==> config.mk <==
export PLATFORM = sky130hd
export DESIGN_NAME = nios2_oci_dct_sequencer
export DESIGN_NICKNAME = d
export VERILOG_FILES = /design/src/rtl/nios2_oci_dct_sequencer.sv
export SDC_FILE = /design/constraint.sdc
export NUM_CORES = 1
export LEC_CHECK = 0
export CAP_MARGIN = 20
export CORE_MARGIN = 2
export CORE_UTILIZATION = 35
export DETAILED_ROUTE_END_ITERATION = 10
export HOLD_SLACK_MARGIN = 0.12
export PLACE_DENSITY = 0.66
export SLEW_MARGIN = 0
export SYNTH_ARGS = -nofsm -noshare
export SYNTH_HDL_FRONTEND = slang
export SYNTH_SLANG_ARGS = --single-unit
==> constraint.sdc <==
create_clock -name clk -period 3.33 [get_ports clk]
set_input_delay 0.666 -clock clk [delete_from_list [all_inputs] [get_ports clk]]
set_output_delay 0.666 -clock clk [all_outputs]
set_load 0.01 [all_outputs]
==> src/rtl/nios2_oci_dct_sequencer.sv <==
// nios2_oci_dct_sequencer: packs 2-bit OCI trace codes into a DCT frame buffer,
// hands frames to the trace-memory writer and runs the end-of-test flush protocol.
`default_nettype none

module nios2_oci_dct_sequencer #(
  parameter int CODE_W = 2,
  parameter int SLOTS  = 15,
  parameter int CNT_W  = 4
) (
  input  logic                      clk,
  input  logic                      reset_n,
  input  logic                      code_valid,
  input  logic [CODE_W-1:0]         code,
  output logic                      code_ready,
  input  logic                      flush,
  input  logic                      test_ending,
  output logic                      frame_valid,
  output logic [CODE_W*SLOTS-1:0]   frame_data,
  output logic [CNT_W-1:0]          frame_count,
  input  logic                      frame_ready,
  output logic [CODE_W*SLOTS-1:0]   dct_buffer,
  output logic [CNT_W-1:0]          dct_count,
  output logic                      test_has_ended
);

  localparam int               BUF_W = CODE_W * SLOTS;
  localparam logic [CNT_W-1:0] FULL  = CNT_W'(SLOTS);

  typedef enum logic [1:0] {
    ST_RUN       = 2'd0,
    ST_END_FLUSH = 2'd1,
    ST_ENDED     = 2'd2
  } state_t;

  state_t             state_q, state_d;
  logic [BUF_W-1:0]   buf_q, buf_d;
  logic [CNT_W-1:0]   cnt_q, cnt_d;
  logic               fv_q, fv_d;
  logic [BUF_W-1:0]   fdata_q, fdata_d;
  logic [CNT_W-1:0]   fcnt_q, fcnt_d;
  logic               ended_q, ended_d;
  logic               pend_q, pend_d;

  logic out_free;
  logic flushing;
  logic accept;
  logic transfer;

  always_ff @(posedge clk or negedge reset_n) begin
    if (!reset_n) begin
      state_q <= ST_RUN;
      buf_q   <= '0;
      cnt_q   <= '0;
      fv_q    <= 1'b0;
      fdata_q <= '0;
      fcnt_q  <= '0;
      ended_q <= 1'b0;
      pend_q  <= 1'b0;
    end else begin
      state_q <= state_d;
      buf_q   <= buf_d;
      cnt_q   <= cnt_d;
      fv_q    <= fv_d;
      fdata_q <= fdata_d;
      fcnt_q  <= fcnt_d;
      ended_q <= ended_d;
      pend_q  <= pend_d;
    end
  end

  always_comb begin
    out_free   = !fv_q || frame_ready;
    flushing   = ((state_q == ST_RUN) && pend_q) || (state_q == ST_END_FLUSH);
    // A full buffer may still take a code when it can transfer on the same edge.
    code_ready = (state_q == ST_RUN) && !pend_q && ((cnt_q != FULL) || out_free);
    accept     = code_valid && code_ready;
    transfer   = out_free && ((cnt_q == FULL) || (flushing && (cnt_q != '0)));

    buf_d = buf_q;
    cnt_d = cnt_q;
    if (transfer) begin
      buf_d = '0;
      cnt_d = '0;
    end
    if (accept) begin
      for (int k = 0; k < SLOTS; k++) begin
        if (cnt_d == CNT_W'(k)) begin
          buf_d[k*CODE_W +: CODE_W] = code;
        end
      end
      cnt_d = cnt_d + CNT_W'(1);
    end

    fv_d    = fv_q;
    fdata_d = fdata_q;
    fcnt_d  = fcnt_q;
    if (fv_q && frame_ready) begin
      fv_d = 1'b0;
    end
    if (transfer) begin
      fv_d    = 1'b1;
      fdata_d = buf_q;
      fcnt_d  = cnt_q;
    end

    state_d = state_q;
    pend_d  = pend_q;
    ended_d = ended_q;
    case (state_q)
      ST_RUN: begin
        if (test_ending) begin
          // END_FLUSH performs any pending flush itself.
          state_d = ST_END_FLUSH;
          pend_d  = 1'b0;
        end else if (pend_q) begin
          if (out_free) begin
            pend_d = 1'b0;
          end
        end else if (flush) begin
          pend_d = 1'b1;
        end
      end
      ST_END_FLUSH: begin
        if ((cnt_q == '0) && !fv_q) begin
          state_d = ST_ENDED;
          ended_d = 1'b1;
        end
      end
      ST_ENDED: begin
        state_d = ST_ENDED;
      end
      default: begin
        state_d = ST_RUN;
      end
    endcase
  end

  assign frame_valid    = fv_q;
  assign frame_data     = fdata_q;
  assign frame_count    = fcnt_q;
  assign dct_buffer     = buf_q;
  assign dct_count      = cnt_q;
  assign test_has_ended = ended_q;

endmodule

`default_nettype wire

Word level (Yosys, flattened, before mapping):

Cells that the tools add are included.

* add/subtract/negate cells: 1
* reductions and logical operators: 21
* shifts and indexed selects: 0
* equality and inequality tests: 20
* muxes and demuxes: 28
* divide/modulo/power cells: 0
* bitwise operators: 0
* multiply operators: 0
* $lt $le $gt $ge: 0

Operators by type and width (count)
* $mux W30: 2
* $mux W2: 17
* $eq A4 B4 Y1 const B: 8
* $eq A4 B3 Y1 const B: 4
* $eq A4 B2 Y1 const B: 2
* $logic_and A1 B1 Y1: 8
* $logic_not A4 Y1: 2
* $mux W4: 2
* $mux W1: 6
* $pmux W2 S3: 1
* $add A4 B1 Y4 const B: 1
* $eq A4 B1 Y1 const B: 1
* $logic_or A1 B1 Y1: 4
* $ne A4 B4 Y1 const B: 1
* $reduce_and A2 Y1: 2
* $reduce_bool A4 Y1: 1
* $eq A2 B1 Y1 const B: 1
* $eq A2 B2 Y1 const B: 1
* $logic_not A1 Y1: 2
* $logic_not A2 Y1: 1
* $ne A2 B1 Y1 const B: 1
* $ne A2 B2 Y1 const B: 1
* $reduce_bool A2 Y1: 1

* ROM bits: 0
* bits in latches: 0
* output and inout port bits: 71
* bits in registers: 73
* memories: 0
* memory bits (writable): 0

Depth between registers and ports, before layout:

Gate-level depths: netlist (run 1).

* word-level depth: 10
* depth in mapped cells: 13
* mapped depth without buffers: 11

Worst setup path after synthesis (run 1):

Ideal clock, no wire load.

* kind: register to register
* start: reg state_q[0]
* end: reg buf_q[10], in the netlist dct_buffer[10]
* data arrival time: 2.668 ns
* path slack: 0.542 ns
* data required time: 3.209 ns
* stages on the path, launching flop included: 14
* clock period less this slack: 2.788 ns
* path through: dfrtp_1 > inv_1 > ha_1 > buf_6 > a21o_1 > o211a_1 > buf_6 > or3b_4 > inv_1 > ha_1 > nand4b_1 > a211oi_1 > nor3_1 > a22o_1

* longest elaborated chain between the ends: 10
* elaborated cells between the ends (all ways): 15

RTL lines
* start, declared: RTL line 35 `state_t state_q, state_d;`
* start signal, assigned: RTL line 60 `state_q <= state_d;`
* $logic_not A2 Y1: RTL line 73, 75
* $logic_and A1 B1 Y1: RTL line 73 `flushing = ((state_q == ST_RUN) && pend_q) || (state_q == ST_END_FLUSH);`
* $logic_or A1 B1 Y1: RTL line 73
* $logic_and A1 B1 Y1: RTL line 77 `transfer = out_free && ((cnt_q == FULL) || (flushing && (cnt_q != '0)));`
* $logic_or A1 B1 Y1: RTL line 77
* $logic_and A1 B1 Y1: RTL line 77
* $mux W4: RTL line 81 `if (transfer) begin`
* $eq A4 B3 Y1: RTL line 87 `if (cnt_d == CNT_W'(k)) begin`
* $mux W2: RTL line 87
* $mux W30 *: RTL line 85 `if (accept) begin`
* net buf_d[10]: RTL line 36 `logic [BUF_W-1:0] buf_q, buf_d;`
* end signal, assigned: RTL line 61 `buf_q <= buf_d;`
* end, declared: RTL line 36

The timed path passes the listed nets; every way through them passes the cells marked *.
A chain may end at the register's enable or synchronous reset.

Worst setup path after layout (run 1):

* start: reg state_q[0]
* end: reg buf_q[19], in the netlist dct_buffer[19]

* longest elaborated chain between the ends: 10
* elaborated cells between the ends (all ways): 15

RTL lines (RTL line)
* $logic_not A2 Y1: 73, 75
* $logic_and A1 B1 Y1: 73
* $logic_or A1 B1 Y1: 73
* $logic_and A1 B1 Y1: 77
* $logic_or A1 B1 Y1: 77
* $logic_and A1 B1 Y1: 77
* $mux W4: 81
* $eq A4 B4 Y1: 87
* $mux W2: 87
* $mux W30 *: 85
* net buf_d[19]: 36

Marked as above.

==> run_summary.xml, run 1 <==
<?xml version="1.0" encoding="UTF-8"?>
<metrics>
  <group name="logic_synthesis">
    <metric name="commonest_cells_in_the_netlist" unit="">sky130_fd_sc_hd__dfrtp_1 (73), sky130_fd_sc_hd__mux2_2 (32), sky130_fd_sc_hd__a22o_1 (16)</metric>
    <metric name="synthFlopType" unit="">sky130_fd_sc_hd__dfrtp_1</metric>
    <metric name="synth-simple-area-share" unit="%">8.12</metric>
    <metric name="main_combinational_cell_family_by_area_after_synthesis" unit="">compound AO/OA/AOI/OAI gates</metric>
    <metric name="synthXorXnorAreaFrac" unit="%">0.258</metric>
    <metric name="synth_area_leader_cell" unit="">sky130_fd_sc_hd__dfrtp_1</metric>
    <metric name="synthesis.yosys.warnings" unit="">0</metric>
    <metric name="muxShareOfSynthArea" unit="%">13.1</metric>
    <metric name="netlist_area" unit="mm^2">0.00339</metric>
    <metric name="synth_enable_flop_cells" unit="">0</metric>
    <metric name="synth_top_area_share" unit="%">53.9</metric>
    <metric name="post_synth_fa_ha_maj_area_fraction" unit="%">1.85</metric>
    <metric name="synth-compound-area-share" unit="%">17.4</metric>
    <metric name="post_synth_main_area_contributors" unit="">sky130_fd_sc_hd__dfrtp_1 (54%), sky130_fd_sc_hd__mux2_2 (11%), sky130_fd_sc_hd__a22o_1 (4.1%), sky130_fd_sc_hd__a2111oi_4 (2.4%), sky130_fd_sc_hd__buf_6 (2.0%)</metric>
    <metric name="seq_area_frac_synth" unit="%">53.9</metric>
    <metric name="synth.most_common_cell" unit="">sky130_fd_sc_hd__dfrtp_1</metric>
    <metric name="ys_async_sr_fraction" unit="%">100</metric>
    <metric name="synth-seq-cells" unit="">73</metric>
    <metric name="synth_cell_types" unit="">48</metric>
    <metric name="netlist_instances" unit="">270</metric>
    <metric name="syn_nets" unit="">283</metric>
    <metric name="postSynthAreaPerCell" unit="um^2">12.5</metric>
  </group>
  <group name="worst_setup_path">
    <metric name="cpMaxStageDelayCell" unit="">sky130_fd_sc_hd__or3b_4</metric>
    <metric name="crit_path_launch_type" unit="">flip-flop</metric>
    <metric name="setup.worst_path.end_class" unit="">flip-flop</metric>
    <metric name="crit_fanout" unit="">9</metric>
    <metric name="critical_path_required" unit="ps">3570</metric>
    <metric name="timing.critical_path.cells" unit="">inv_1 &gt; ha_1 &gt; a21oi_1 &gt; nor3_1 &gt; or3b_4 &gt; inv_1 &gt; ha_1 &gt; nand4b_1 &gt; a211oi_1 &gt; nor3_1 &gt; a22o_1</metric>
    <metric name="r2r_cells" unit="">11</metric>
    <metric name="critical_path_arrival" unit="ps">3220</metric>
    <metric name="timing.critical_path.slowest_cell_delay" unit="ps">440</metric>
    <metric name="kind_of_critical_path" unit="">reg2reg</metric>
  </group>
  <group name="detailed_routing">
    <metric name="wl_met3" unit="um">287</metric>
    <metric name="post-route-drc-count" unit="">0</metric>
    <metric name="drt_wl_total" unit="mm">8.14</metric>
    <metric name="detail_route.wl_per_cell" unit="um">16.8</metric>
    <metric name="wl_met1" unit="mm">3.88</metric>
    <metric name="num_vias" unit="">2479</metric>
    <metric name="detail_route.iter0.violations" unit="">69</metric>
    <metric name="drt-vias-per-instance" unit="">5.11</metric>
    <metric name="highest-signal-layer" unit="">met4</metric>
    <metric name="drtPass1Iterations" unit="">4</metric>
    <metric name="ant_nets" unit="">0</metric>
    <metric name="met2_length" unit="mm">3.83</metric>
  </group>
  <group name="job">
    <metric name="maximum_capacitance_violations" unit="">0</metric>
  </group>
  <group name="layout">
    <metric name="seqCellArea" unit="mm^2">0.00183</metric>
    <metric name="drive_gt1_share" unit="%">19.4</metric>
    <metric name="stdcell_area" unit="mm^2">0.00451</metric>
    <metric name="flow.area_growth_from_synthesis" unit="%">33.1</metric>
    <metric name="finalNetCount" unit="">364</metric>
    <metric name="diodes" unit="">0</metric>
    <metric name="multiInputGateArea" unit="mm^2">0.00138</metric>
    <metric name="n_fill_cell" unit="">878</metric>
  </group>
  <group name="power_and_ir_drop">
    <metric name="power.static_leakage" unit="uW">0.00197</metric>
    <metric name="power_per_cell_area" unit="mW/mm^2">731</metric>
    <metric name="vdd_ir_drop_max" unit="mV">0.315</metric>
  </group>
  <group name="die">
    <metric name="fp.dieH" unit="um">102</metric>
    <metric name="floorplan.rows" unit="">35</metric>
    <metric name="die_area" unit="mm^2">0.0105</metric>
    <metric name="initial_core_util" unit="%">36.3</metric>
    <metric name="core-area" unit="mm^2">0.00933</metric>
    <metric name="io_pins" unit="">79</metric>
    <metric name="die_width" unit="um">102</metric>
  </group>
  <group name="sta">
    <metric name="post_route_clock_skew" unit="ps">7.34</metric>
    <metric name="setup_ws" unit="ps">344</metric>
    <metric name="fin_crit" unit="ps">2990</metric>
    <metric name="max_slew.worst_pin.slew" unit="ps">918</metric>
    <metric name="final.period_utilization" unit="%">89.7</metric>
    <metric name="setup_repair_after_global_routing_missed_its_margin" unit="">false</metric>
    <metric name="fmax" unit="MHz">335</metric>
    <metric name="finalHoldViolations" unit="">0</metric>
    <metric name="setup-tns-final" unit="ps">0</metric>
    <metric name="finalSetupViolations" unit="">0</metric>
    <metric name="report.final.slew_viol_count" unit="">0</metric>
    <metric name="max-slew-margin-rel" unit="%">38.8</metric>
  </group>
  <group name="global_route">
    <metric name="grt_pass1_vias" unit="">2543</metric>
    <metric name="overflow" unit="">0</metric>
    <metric name="grt_usage" unit="%">16.6</metric>
    <metric name="grt_pass1_wl" unit="mm">13.2</metric>
    <metric name="grt_max_degree" unit="">74</metric>
    <metric name="antenna_violations_before_repair" unit="">0</metric>
  </group>
  <group name="clocking">
    <metric name="cts-hold-fix-buffers" unit="">0</metric>
    <metric name="cts_buffer_depth" unit="">2</metric>
    <metric name="ctsHtreeMaxLevel" unit="">3</metric>
    <metric name="tritoncts" unit="">yes</metric>
    <metric name="clk_pin_slew" unit="ps">70</metric>
    <metric name="cts.root.buffer_cell" unit="">sky130_fd_sc_hd__clkbuf_8</metric>
    <metric name="post_cts.repair.setup_buffers" unit="">0</metric>
    <metric name="numCtsBuffers" unit="">9</metric>
    <metric name="clock-sinks" unit="">73</metric>
    <metric name="worst_skew_pair.late_latency" unit="ps">350</metric>
    <metric name="post_cts_resized" unit="">0</metric>
  </group>
  <group name="outcome">
    <metric name="status" unit="">complete, no violations</metric>
  </group>
  <group name="placed_design">
    <metric name="gp_congestion" unit="">0.834</metric>
    <metric name="placement.cell_area" unit="mm^2">0.00429</metric>
    <metric name="place.port_buffers" unit="">78</metric>
    <metric name="place.detailed.hpwl" unit="mm">5.73</metric>
    <metric name="dp_slack" unit="ps">116</metric>
  </group>
  <group name="min_path">
    <metric name="worst_hold_path_type" unit="">in2async</metric>
  </group>
</metrics>
[layer usage]
layer | global-route usage, % | vias up
li1 | - | 1153
met1 | 22.4 | 1249
met2 | 26.4 | 62
met3 | 3.97 | 15
met4 | 5.64 | 0
met5 | 0 | -
[power breakdown]
group / total, uW / switching (uW) / internal, uW / leakage, uW
registers: 1190 / 144 / 1050 / 0.000997
clock network: 766 / 340 / 426 / 0.000111
logic: 1340 / 689 / 647 / 0.000866
[cells in the final DEF, fill, tap and decap left out, types with 2 or more instances in the layout]
master                             n
sky130_fd_sc_hd__nand4b_1          2
sky130_fd_sc_hd__nand2_1           8
sky130_fd_sc_hd__o211ai_1          6
sky130_fd_sc_hd__nor3_1           11
sky130_fd_sc_hd__o31ai_1           6
sky130_fd_sc_hd__mux2_1            3
sky130_fd_sc_hd__nand3_1           3
sky130_fd_sc_hd__o22ai_1           2
sky130_fd_sc_hd__clkbuf_8          9
sky130_fd_sc_hd__nor2_1            8
sky130_fd_sc_hd__bufinv_16         2
sky130_fd_sc_hd__o21ai_0           6
sky130_fd_sc_hd__dfrtp_1          73
sky130_fd_sc_hd__clkinv_4          2
sky130_fd_sc_hd__clkdlybuf4s50_1  77
sky130_fd_sc_hd__a2111oi_2         2
sky130_fd_sc_hd__a211oi_1          4
sky130_fd_sc_hd__o21ai_1           3
sky130_fd_sc_hd__a2111oi_4         3
sky130_fd_sc_hd__nand2b_1          3
sky130_fd_sc_hd__a21o_1            3
sky130_fd_sc_hd__buf_4            10
sky130_fd_sc_hd__inv_1            15
sky130_fd_sc_hd__and2_1            3
sky130_fd_sc_hd__a22o_1           16
sky130_fd_sc_hd__ha_1              5
sky130_fd_sc_hd__or3b_4            2
sky130_fd_sc_hd__a21oi_1           8
sky130_fd_sc_hd__mux2i_1           5
sky130_fd_sc_hd__mux2_2           32
sky130_fd_sc_hd__o21a_1            2
[worst max-delay path, delay by kind of cell, from the launching register on]
| family | cells | cell delay (ps) |
|---|---|---|
| buffers and inverters | 2 | 140 |
| adders and majority gates | 2 | 470 |
| AOI/OAI and AO/OA | 3 | 930 |
| and+or+nand+nor | 4 | 960 |
| DFF | 1 | 370 |
[flip-flops by register name, summed over array words and instances (netlist names)]
name / cells
frame_count: 4
frame_data: 30
pend_q: 1
test_has_ended: 1
dct_count: 4
dct_buffer: 30
state_q: 2
frame_valid: 1
[cell type report]
cell class	instances	area share (%)
multi-input cells	164	30.6
repair buffers	88	19.2
flip-flops and latches	73	40.5
clock buffers	10	2.83
inverters	15	1.25
clock inverters	6	2.03
well taps	129	3.58
[metrics by stage]
stage | util, % | power, uW | std cells | hold slack [ps]
2_1_floorplan | - | 2040 | 270 | 370
3_3_place_gp | 46.0 | 2530 | 469 | 464
3_5_place_dp | 46.0 | 2560 | 469 | 463
4_1_cts | 48.3 | 3340 | 485 | 475
5_1_grt | 48.3 | 3510 | 485 | 500
6_report | 48.3 | 3300 | 485 | 445
[worst paths after layout]
check / start / to / slack [ps]
setup / recovery: state_q[0] / dct_buffer[19] / 340
hold / removal: reset_n / state_q[1] / 440
setup reg to reg: state_q[0] / dct_buffer[19] / 340
hold reg to reg: test_has_ended / test_has_ended / 470
max in group asynchronous: reset_n / frame_data[14] / 2290
min in group clk: test_has_ended / test_has_ended / 470
[kinds of logic (layout without fill, tap and decap cells)]
logic type,Yosys count,count (layout)
AOI/OAI and AO/OA,69,69
xor gates and xnor gates,1,1
adders and majority gates,5,5
buffers and inverters,33,119
DFF,73,73
muxes,40,40
and+or+nand+nor,49,49
(Power assumes the default switching activity.)
==> inputs of run 2 (changes only) <==
Settings changed: ABC_AREA set to 1, PLACE_DENSITY 0.66 to 0.67.
Clock period 3.33 ns to 3.6 ns, I/O delays scaled along.
==> run 2 against run 1 <==
Core utilization fell by 0.13 points; critical path depth fell by 5; via count up 4.4%; sequential power is essentially flat; global-route usage shrank 0.77 points; synthesized cell count rose by 39%; critical endpoint is now code_ready; power is 7.9% lower; first-iteration DRC count is 29% higher; wire length is 11% lower; largest cell class unchanged; sequential cell count unchanged; clock power decreased by 18%; area after synthesis decreased by 5.8%; critical path type is now in2out.
==> run_summary.xml, run 2 <==
<?xml version="1.0" encoding="UTF-8"?>
<metrics>
  <group name="sta">
    <metric name="report.final.slew_viol_count" unit="">0</metric>
    <metric name="finalSetupViolations" unit="">0</metric>
    <metric name="post_route_clock_skew" unit="ps">10.5</metric>
    <metric name="finalHoldViolations" unit="">0</metric>
    <metric name="fmax" unit="MHz">367</metric>
    <metric name="fin_crit" unit="ps">2730</metric>
    <metric name="max_slew.worst_pin.slew" unit="ps">899</metric>
    <metric name="setup_repair_after_global_routing_missed_its_margin" unit="">false</metric>
    <metric name="setup-tns-final" unit="ps">0</metric>
    <metric name="max-slew-margin-rel" unit="%">40.1</metric>
    <metric name="setup_ws" unit="ps">875</metric>
    <metric name="final.period_utilization" unit="%">75.7</metric>
  </group>
  <group name="layout">
    <metric name="most_common_cell_after_layout_fill_and_taps_aside" unit="">sky130_fd_sc_hd__nand2_1</metric>
    <metric name="most-common-layout-cells" unit="">sky130_fd_sc_hd__nand2_1 (137), sky130_fd_sc_hd__clkdlybuf4s50_1 (77), sky130_fd_sc_hd__dfrtp_1 (73)</metric>
    <metric name="flow.area_growth_from_synthesis" unit="%">32.4</metric>
    <metric name="final_cell_count_no_fill" unit="">564</metric>
    <metric name="diodes" unit="">0</metric>
    <metric name="seqCellArea" unit="mm^2">0.00183</metric>
    <metric name="finalNetCount" unit="">464</metric>
    <metric name="multiInputGateArea" unit="mm^2">0.00115</metric>
    <metric name="drive_gt1_share" unit="%">8.33</metric>
    <metric name="n_fill_cell" unit="">870</metric>
  </group>
  <group name="logic_synthesis">
    <metric name="netlist_area" unit="mm^2">0.00319</metric>
    <metric name="post_synth_main_area_contributors" unit="">sky130_fd_sc_hd__dfrtp_1 (57%), sky130_fd_sc_hd__nand2_1 (16%), sky130_fd_sc_hd__o21ai_1 (6.0%), sky130_fd_sc_hd__inv_1 (3.9%), sky130_fd_sc_hd__nor2_1 (3.4%)</metric>
    <metric name="commonest_cells_in_the_netlist" unit="">sky130_fd_sc_hd__nand2_1 (137), sky130_fd_sc_hd__dfrtp_1 (73), sky130_fd_sc_hd__o21ai_1 (38)</metric>
    <metric name="synth-seq-cells" unit="">73</metric>
    <metric name="synth_cell_types" unit="">25</metric>
    <metric name="seq_area_frac_synth" unit="%">57.3</metric>
    <metric name="postSynthAreaPerCell" unit="um^2">8.49</metric>
    <metric name="synthesis.yosys.warnings" unit="">0</metric>
    <metric name="synth_enable_flop_cells" unit="">0</metric>
    <metric name="synth.most_common_cell" unit="">sky130_fd_sc_hd__nand2_1</metric>
    <metric name="netlist_instances" unit="">376</metric>
    <metric name="ys_async_sr_fraction" unit="%">100</metric>
    <metric name="synthFlopType" unit="">sky130_fd_sc_hd__dfrtp_1</metric>
    <metric name="synth_top_area_share" unit="%">57.3</metric>
    <metric name="syn_nets" unit="">389</metric>
    <metric name="synth_area_leader_cell" unit="">sky130_fd_sc_hd__dfrtp_1</metric>
  </group>
  <group name="detailed_routing">
    <metric name="ant_nets" unit="">0</metric>
    <metric name="drt_wl_total" unit="mm">7.23</metric>
    <metric name="drtPass1Iterations" unit="">4</metric>
    <metric name="detail_route.iter0.violations" unit="">89</metric>
    <metric name="detail_route.wl_per_cell" unit="um">12.8</metric>
    <metric name="post-route-drc-count" unit="">0</metric>
    <metric name="drt-vias-per-instance" unit="">4.59</metric>
    <metric name="num_vias" unit="">2587</metric>
  </group>
  <group name="global_route">
    <metric name="grt_usage" unit="%">15.8</metric>
    <metric name="grt_pass1_wl" unit="mm">12.6</metric>
    <metric name="antenna_violations_before_repair" unit="">0</metric>
    <metric name="grt_max_degree" unit="">74</metric>
    <metric name="grt_pass1_vias" unit="">2550</metric>
    <metric name="overflow" unit="">0</metric>
  </group>
  <group name="die">
    <metric name="initial_core_util" unit="%">36.4</metric>
    <metric name="io_pins" unit="">79</metric>
    <metric name="fp.dieH" unit="um">99.5</metric>
    <metric name="die_width" unit="um">99.5</metric>
    <metric name="floorplan.rows" unit="">34</metric>
    <metric name="die_area" unit="mm^2">0.00990</metric>
    <metric name="core-area" unit="mm^2">0.00876</metric>
  </group>
  <group name="worst_setup_path">
    <metric name="critical_path_arrival" unit="ps">2010</metric>
    <metric name="crit_path_launch_type" unit="">primary input</metric>
    <metric name="setup.worst_path.end_class" unit="">primary output</metric>
    <metric name="crit_fanout" unit="">3</metric>
    <metric name="timing.critical_path.slowest_cell_delay" unit="ps">470</metric>
    <metric name="timing.critical_path.cells" unit="">clkdlybuf4s50_1 &gt; nor2_1 &gt; nand2_1 &gt; nand2_1 &gt; inv_1 &gt; clkdlybuf4s50_1</metric>
    <metric name="kind_of_critical_path" unit="">in2out</metric>
    <metric name="critical_path_required" unit="ps">2880</metric>
    <metric name="cpMaxStageDelayCell" unit="">sky130_fd_sc_hd__clkdlybuf4s50_1</metric>
  </group>
  <group name="clocking">
    <metric name="post_cts_resized" unit="">0</metric>
    <metric name="clock-sinks" unit="">73</metric>
    <metric name="post_cts.repair.setup_buffers" unit="">0</metric>
    <metric name="worst_skew_pair.late_latency" unit="ps">340</metric>
    <metric name="cts.root.buffer_cell" unit="">sky130_fd_sc_hd__clkbuf_8</metric>
    <metric name="cts_buffer_depth" unit="">2</metric>
    <metric name="tritoncts" unit="">yes</metric>
    <metric name="clk_pin_slew" unit="ps">80</metric>
    <metric name="ctsHtreeMaxLevel" unit="">3</metric>
    <metric name="cts-hold-fix-buffers" unit="">0</metric>
    <metric name="numCtsBuffers" unit="">9</metric>
  </group>
  <group name="placed_design">
    <metric name="post-place-cells" unit="">548</metric>
    <metric name="place.detailed.hpwl" unit="mm">5.14</metric>
    <metric name="place.port_buffers" unit="">78</metric>
    <metric name="dp_slack" unit="ps">616</metric>
    <metric name="gp_congestion" unit="">0.777</metric>
  </group>
  <group name="outcome">
    <metric name="status" unit="">complete, no violations</metric>
  </group>
  <group name="power_and_ir_drop">
    <metric name="vdd_ir_drop_max" unit="mV">0.362</metric>
    <metric name="power.static_leakage" unit="uW">0.00197</metric>
    <metric name="power_per_cell_area" unit="mW/mm^2">718</metric>
  </group>
  <group name="min_path">
    <metric name="worst_hold_path_type" unit="">reg2reg</metric>
  </group>
  <group name="job">
    <metric name="maximum_capacitance_violations" unit="">0</metric>
  </group>
</metrics>
==> run 2: cell type report <==
class	count	share of cell area (%)
flip-flops and latches	73	43.2
multi-input cells	252	27.2
repair buffers	79	18.6
inverters	36	3.20
well taps	108	3.20
clock buffers	9	2.93
clock inverters	7	1.66
==> run 2: worst max-delay path: cells and delay by family <==
family / cells / cell delay [ps]
buffers and inverters: 3 / 910
and+or+nand+nor: 3 / 390
==> run 2: per-stage QoR <==
step	utilization [%]	power [uW]	hold WS, ps	instance area (um^2)
after floorplan	-	1880	424	3190
after global placement	46.0	2390	470	4030
after detailed placement	46.0	2430	474	4030
after CTS	48.2	3070	493	4230
after global routing	48.2	3270	504	4230
final	48.2	3040	489	4230
==> run 2: cells by family after synthesis <==
| family | count (synthesis) | share of synthesized area, % |
|---|---|---|
| fa+ha+maj | 5 | 1.96 |
| xor+xnor | 1 | 0.275 |
| buf+inv | 51 | 6.74 |
| flops | 73 | 57.3 |
| compound gates | 46 | 7.88 |
| simple gates | 200 | 25.9 |
==> run 2: per-layer routing <==
metal / wire [um] / track usage (%)
met5: 0 / 0
met4: 86 / 5.06
met1: 3460 / 22.5
met2: 3400 / 24.6
met3: 280 / 3.09
==> run 2: path summary, 6_finish.rpt <==
kind	startpoint	end	slack [ps]	cells past startpoint
min in group asynchronous	reset_n	frame_data[14]	500	1
worst min-delay path	frame_data[12]	frame_data[12]	490	2
worst max-delay path	frame_ready	code_ready	870	6
worst max register to register	dct_count[3]	dct_buffer[12]	1140	14
worst min register to register	frame_data[12]	frame_data[12]	490	2
max in group asynchronous	reset_n	dct_buffer[10]	2510	1
==> run 2: power breakdown <==
group	switching (uW)	internal, uW
combinational	677	541
sequential	161	1030
clock	308	320
